File: config.mk
export PLATFORM = sky130hd
export DESIGN_NAME = hps_program_loader
export DESIGN_NICKNAME = d
export VERILOG_FILES = /design/src/rtl/hps_program_loader.sv
export SDC_FILE = /design/constraint.sdc
export NUM_CORES = 1
export LEC_CHECK = 0
export ABC_AREA = 1
export CAP_MARGIN = 10
export CORE_ASPECT_RATIO = 0.7
export CORE_MARGIN = 2
export CORE_UTILIZATION = 40
export CTS_CLUSTER_DIAMETER = 50
export DETAILED_ROUTE_END_ITERATION = 12
export GPL_ROUTABILITY_DRIVEN = 0
export GPL_TIMING_DRIVEN = 0
export SYNTH_ARGS = -nofsm -noshare
export SYNTH_HDL_FRONTEND = slang
export SYNTH_SLANG_ARGS = --single-unit
File: constraint.sdc
create_clock -name clk_clk -period 2 [get_ports clk_clk]
set_input_delay 0.6 -clock clk_clk [delete_from_list [all_inputs] [get_ports clk_clk]]
set_output_delay 0.6 -clock clk_clk [all_outputs]
set_load 0.02 [all_outputs]
File: src/rtl/hps_program_loader.sv
// hps_program_loader
// Fabric-side receiver for the HPS boot-loader PIO channel. Reassembles
// toggle-qualified 10-bit halves into 20-bit words, writes them to the
// soft-core program RAM at consecutive addresses and holds the soft core
// in reset while a load session is in progress.
module hps_program_loader #(
    parameter int ADDR_W = 8
) (
    input  logic              clk_clk,
    input  logic              reset_reset_n,
    input  logic              boot_loader_i,
    input  logic [10:0]       instruction_i,
    output logic              mem_we_o,
    output logic [ADDR_W-1:0] mem_addr_o,
    output logic [19:0]       mem_wdata_o,
    output logic              cpu_reset_n_o,
    output logic              load_done_o,
    output logic [ADDR_W:0]   word_count_o,
    output logic [1:0]        err_o
);

    typedef enum logic [1:0] {
        ST_IDLE   = 2'd0,
        ST_LOAD   = 2'd1,
        ST_FINISH = 2'd2
    } state_t;

    localparam logic [ADDR_W-1:0] ADDR_ZERO = {ADDR_W{1'b0}};
    localparam logic [ADDR_W-1:0] ADDR_ONE  = {{(ADDR_W-1){1'b0}}, 1'b1};
    localparam logic [ADDR_W:0]   CNT_ZERO  = {(ADDR_W+1){1'b0}};
    localparam logic [ADDR_W:0]   CNT_ONE   = {{ADDR_W{1'b0}}, 1'b1};

    // Registered state
    state_t            state_r;
    logic              boot_q_r;
    logic              boot_prev_r;
    logic [10:0]       in_q_r;
    logic              tog_prev_r;
    logic              half_r;
    logic [9:0]        lo_r;
    logic [ADDR_W-1:0] addr_r;
    logic [ADDR_W:0]   count_r;
    logic [1:0]        err_r;
    logic              we_r;
    logic [ADDR_W-1:0] maddr_r;
    logic [19:0]       wdata_r;
    logic              cpu_rst_n_r;
    logic              done_r;

    // Next-state values
    state_t            state_s;
    logic              half_s;
    logic [9:0]        lo_s;
    logic [ADDR_W-1:0] addr_s;
    logic [ADDR_W:0]   count_s;
    logic [1:0]        err_s;
    logic              we_s;
    logic [ADDR_W-1:0] maddr_s;
    logic [19:0]       wdata_s;
    logic              cpu_rst_n_s;
    logic              done_s;

    // Decoded conditions from the registered inputs
    logic              event_s;
    logic              rise_s;
    logic              full_s;

    assign event_s = (in_q_r[10] != tog_prev_r);
    assign rise_s  = boot_q_r & ~boot_prev_r;
    // The count reaches 2^ADDR_W exactly when its top bit sets.
    assign full_s  = count_r[ADDR_W];

    // Next-state and output decode for the load sequencer
    always_comb begin
        state_s     = state_r;
        half_s      = half_r;
        lo_s        = lo_r;
        addr_s      = addr_r;
        count_s     = count_r;
        err_s       = err_r;
        we_s        = 1'b0;
        maddr_s     = maddr_r;
        wdata_s     = wdata_r;
        cpu_rst_n_s = cpu_rst_n_r;
        done_s      = 1'b0;

        case (state_r)
            ST_IDLE: begin
                // Toggles seen here are stale; tog_prev tracks them anyway.
                if (rise_s) begin
                    state_s     = ST_LOAD;
                    addr_s      = ADDR_ZERO;
                    count_s     = CNT_ZERO;
                    err_s       = 2'b00;
                    half_s      = 1'b0;
                    cpu_rst_n_s = 1'b0;
                end else begin
                    cpu_rst_n_s = 1'b1;
                end
            end

            ST_LOAD: begin
                cpu_rst_n_s = 1'b0;
                // A toggle coincident with the boot fall is still honoured.
                if (event_s) begin
                    if (!half_r) begin
                        lo_s   = in_q_r[9:0];
                        half_s = 1'b1;
                    end else if (!full_s) begin
                        wdata_s = {in_q_r[9:0], lo_r};
                        maddr_s = addr_r;
                        we_s    = 1'b1;
                        addr_s  = addr_r + ADDR_ONE;
                        count_s = count_r + CNT_ONE;
                        half_s  = 1'b0;
                    end else begin
                        // RAM full: drop the word, keep the RAM port untouched.
                        err_s[1] = 1'b1;
                        half_s   = 1'b0;
                    end
                end else begin
                    half_s = half_r;
                end
                if (!boot_q_r) begin
                    state_s = ST_FINISH;
                end else begin
                    state_s = ST_LOAD;
                end
            end

            ST_FINISH: begin
                // Core stays in reset this cycle; IDLE releases it next.
                cpu_rst_n_s = 1'b0;
                err_s[0]    = half_r;
                done_s      = 1'b1;
                state_s     = ST_IDLE;
            end

            default: begin
                cpu_rst_n_s = 1'b0;
                state_s     = ST_IDLE;
            end
        endcase
    end

    // State, input capture and output registers with synchronous reset
    always_ff @(posedge clk_clk) begin
        if (!reset_reset_n) begin
            state_r     <= ST_IDLE;
            boot_q_r    <= 1'b0;
            boot_prev_r <= 1'b0;
            in_q_r      <= 11'd0;
            tog_prev_r  <= 1'b0;
            half_r      <= 1'b0;
            lo_r        <= 10'd0;
            addr_r      <= ADDR_ZERO;
            count_r     <= CNT_ZERO;
            err_r       <= 2'b00;
            we_r        <= 1'b0;
            maddr_r     <= ADDR_ZERO;
            wdata_r     <= 20'd0;
            cpu_rst_n_r <= 1'b0;
            done_r      <= 1'b0;
        end else begin
            state_r     <= state_s;
            boot_q_r    <= boot_loader_i;
            boot_prev_r <= boot_q_r;
            in_q_r      <= instruction_i;
            tog_prev_r  <= in_q_r[10];
            half_r      <= half_s;
            lo_r        <= lo_s;
            addr_r      <= addr_s;
            count_r     <= count_s;
            err_r       <= err_s;
            we_r        <= we_s;
            maddr_r     <= maddr_s;
            wdata_r     <= wdata_s;
            cpu_rst_n_r <= cpu_rst_n_s;
            done_r      <= done_s;
        end
    end

    assign mem_we_o      = we_r;
    assign mem_addr_o    = maddr_r;
    assign mem_wdata_o   = wdata_r;
    assign cpu_reset_n_o = cpu_rst_n_r;
    assign load_done_o   = done_r;
    assign word_count_o  = count_r;
    assign err_o         = err_r;

endmodule

==> flow_metrics.py <==
metrics = {
    "synth": {
        "synth-seq-cells": 77,
        "synth-edff-count": 0,
        "yosys.area.top_type": "dfxtp_1",
        "async_flop_share": 0,
        "synth.distinct_cells": 28,
        "syn_nets": 403,
        "syn_area_per_cell_sq_um": 7.61,
        "syn_inst": 387,
        "synth.top_cell.area_share": 0.523,
        "yosysWarnings": 0,
        "synth_ff_type": "dfxtp_1",
        "yosysSeqAreaShare": 0.523,
        "synth_area_leaders": "dfxtp_1 (52%), nand2_1 (14%), a21oi_1 (6.5%)",
        "netlist_area_sq_um": 2950,
    },
    "pwr": {
        "peakVddDrop_v": 0.000402,
        "p_total_w": 0.00292,
        "power.leakage_nw": 1.56,
        "power_density_nw_per_um2": 765,
        "p_comb_frac": 0.054,
        "p_int_w": 0.00227,
        "swShare": 0.224,
        "switchingPower_w": 0.000654,
        "seqPwrFrac": 0.540,
        "clkPwrFrac": 0.406,
    },
    "setup_path": {
        "critPathCaptureType": "output port",
        "crit_arrival_ns": 1.35,
        "crit_buf_inv": 1,
        "critPathKind": "flip-flop to output port",
        "slowest_delay_ns": 0.63,
        "worst-r2r-cell-count": 7,
        "crit_path_start_kind": "flip-flop",
        "slowest_stage": "clkdlybuf4s50_1",
        "critical_path_depth": 1,
        "cp_max_fo": 4,
        "critical_path.top_delay_family": "buffers and inverters",
        "cp.required_ns": 1.40,
        "cp_cell_sequence": "clkdlybuf4s50_1",
    },
    "global_route": {
        "gr-usage-all-layers": 0.179,
        "overflow": 0,
        "grt_pass1_wl_microns": 11000,
        "antenna_found_initial": 0,
        "grt_pass1_vias": 2335,
        "grt_max_degree": 13,
    },
    "routing": {
        "ant_nets": 0,
        "drt_iter0_drc": 107,
        "wl_met3_microns": 427,
        "wirelength_microns": 6810,
        "drc_errors": 0,
        "wl_per_cell_microns": 12.2,
        "num_vias": 2607,
        "dr_wl_met2_microns": 2860,
        "met1_length_microns": 3470,
        "routed_via_density": 4.69,
        "drt_first_pass_iters": 4,
        "highest_layer": "met4",
    },
    "clock_network": {
        "clock_latency_ns": 0.34,
        "htree_levels": 3,
        "postCtsHoldBufs": 0,
        "cts_tree": "done",
        "clk_pin_slew_ns": 0.07,
        "cts_max_path_buffers": 2,
        "cts-root-buf": "clkbuf_8",
        "cts_inserted_buffers": 9,
        "clock-sinks": 77,
    },
    "floorplan": {
        "pin_count": 56,
        "coreArea_sq_um": 7220,
        "die_w_microns": 107,
        "fp.dieH_microns": 75.8,
        "num_rows": 26,
        "start_util": 0.408,
        "die_area_sq_um": 8080,
    },
    "placement": {
        "place.port_buffers": 55,
        "dp_hpwl_microns": 4880,
        "pre_cts_slack_ns": -0.277,
        "placed_cells": 540,
    },
    "timing": {
        "setup_viol": 0,
        "holdWs_ns": 0.448,
        "worst_pin_slew_ns": 0.547,
        "drv_slew": 0,
        "slew_headroom": 0.635,
        "clock.fmax_ghz": 0.512,
        "post-route-min-period_ns": 1.95,
        "grt_setup_unrepaired": "no",
        "clock_skew_ns": 0.00573,
        "tns_ns": 0,
        "period_share": 0.976,
        "layout_setup_ws_ns": 0.0482,
        "hold_violations": 0,
    },
    "finish": {
        "stdcell_count": 556,
        "nets": 469,
        "layout-drive-gt1-share": 0.0764,
        "area_delta_synth_final_pct": 29.7,
        "antenna_cells": 0,
    },
    "flow_run": {
        "cap_viol_max_count": 0,
    },
    "worst_hold_path": {
        "whs_path_depth": 1,
        "hold_path.class": "flip-flop to flip-flop",
    },
    "status": {
        "status": "finished, final reports clean",
    },
}
## metrics by stage
step | instance area, sq um | utilization
2_1_floorplan | 2950 | -
4_1_cts | 3820 | 0.528
5_1_grt | 3820 | 0.529
6_report | 3820 | 0.529
3_5_place_dp | 3620 | 0.501
3_3_place_gp | 3620 | 0.501
## layout by cell type, fill, tap and decap left out, types with 2 or more instances in the layout
master / count
nor3_1: 7
clkdlybuf4s50_1: 50
clkbuf_8: 11
inv_1: 41
o21ai_0: 7
nand3_1: 15
nand2_1: 110
a21oi_1: 38
buf_6: 4
dlygate4sd2_1: 4
nand4_1: 6
nor2_1: 41
dfxtp_1: 77
o21ai_1: 8
buf_2: 4
ha_1: 2
clkbuf_1: 10
inv_2: 5
## final timing paths
check,start,end,slack [ns]
hold / removal,boot_q_r,state_r[1],0.45
setup / recovery,word_count_o[1],word_count_o[1],0.05
hold reg to reg,boot_q_r,state_r[1],0.45
setup reg to reg,state_r[1],mem_wdata_o[3],0.49
## cells in the mapped netlist (2+ instances only)
cell	count
nand2_1	110
clkbuf_1	9
inv_2	5
ha_1	2
a21oi_1	38
nor3_1	7
dfxtp_1	77
nand4_1	6
o21ai_0	7
o21ai_1	8
inv_1	41
buf_2	4
nand3_1	15
buf_6	4
nor2_1	41
## flip-flops by register name, summed over array words and instances (netlist names), 2 cells and up
signal / cells
word_count_o: 9
lo_r: 10
state_r: 2
mem_addr_o: 8
in_q_r: 11
addr_r: 8
mem_wdata_o: 20
err_o: 2
## cell type report
class	instances	area [sq um]
clock buffers	13	159
well taps	98	123
multi-input cells	246	1120
clock inverters	3	43.8
flip-flops and latches	77	1540
repair buffers	55	548
plain buffers	18	108
fillers	714	3400
inverters	46	173
## routing by layer
layer / up-vias / track usage
met5: - / 0
met3: 5 / 0.0590
met4: 0 / 0.0548
met2: 71 / 0.272
li1: 1347 / -
met1: 1184 / 0.244
## power groups by stage
stage / sequential, W / clock (W) / combinational, W
5_1_grt: 0.00158 / 0.00128 / 0.000175
3_5_place_dp: 0.00161 / 0 / 0.000156
6_report: 0.00158 / 0.00119 / 0.000157
4_1_cts: 0.00158 / 0.00122 / 0.000157
3_3_place_gp: 0.00161 / 0 / 0.000155
2_1_floorplan: 0.00161 / 0 / 0.0000880
## cells by family (layout without fill, tap and decap cells)
kind of cell / count (synthesis) / in the layout / share of synthesized area
simple gates: 185 / 185 / 0.266
xor+xnor: 1 / 1 / 0.00297
flops: 77 / 77 / 0.523
compound gates: 58 / 58 / 0.104
fa+ha+maj: 2 / 2 / 0.00849
buf+inv: 64 / 135 / 0.0947
## repair_timing
item,4_1_cts,5_1_grt
pin swaps,0,0
cloned,0,0
endpoints found under the setup margin,4,6
gates resized for setup,4,3
setup buffers,0,0
Note: power is estimated with default switching activity, not from simulation.
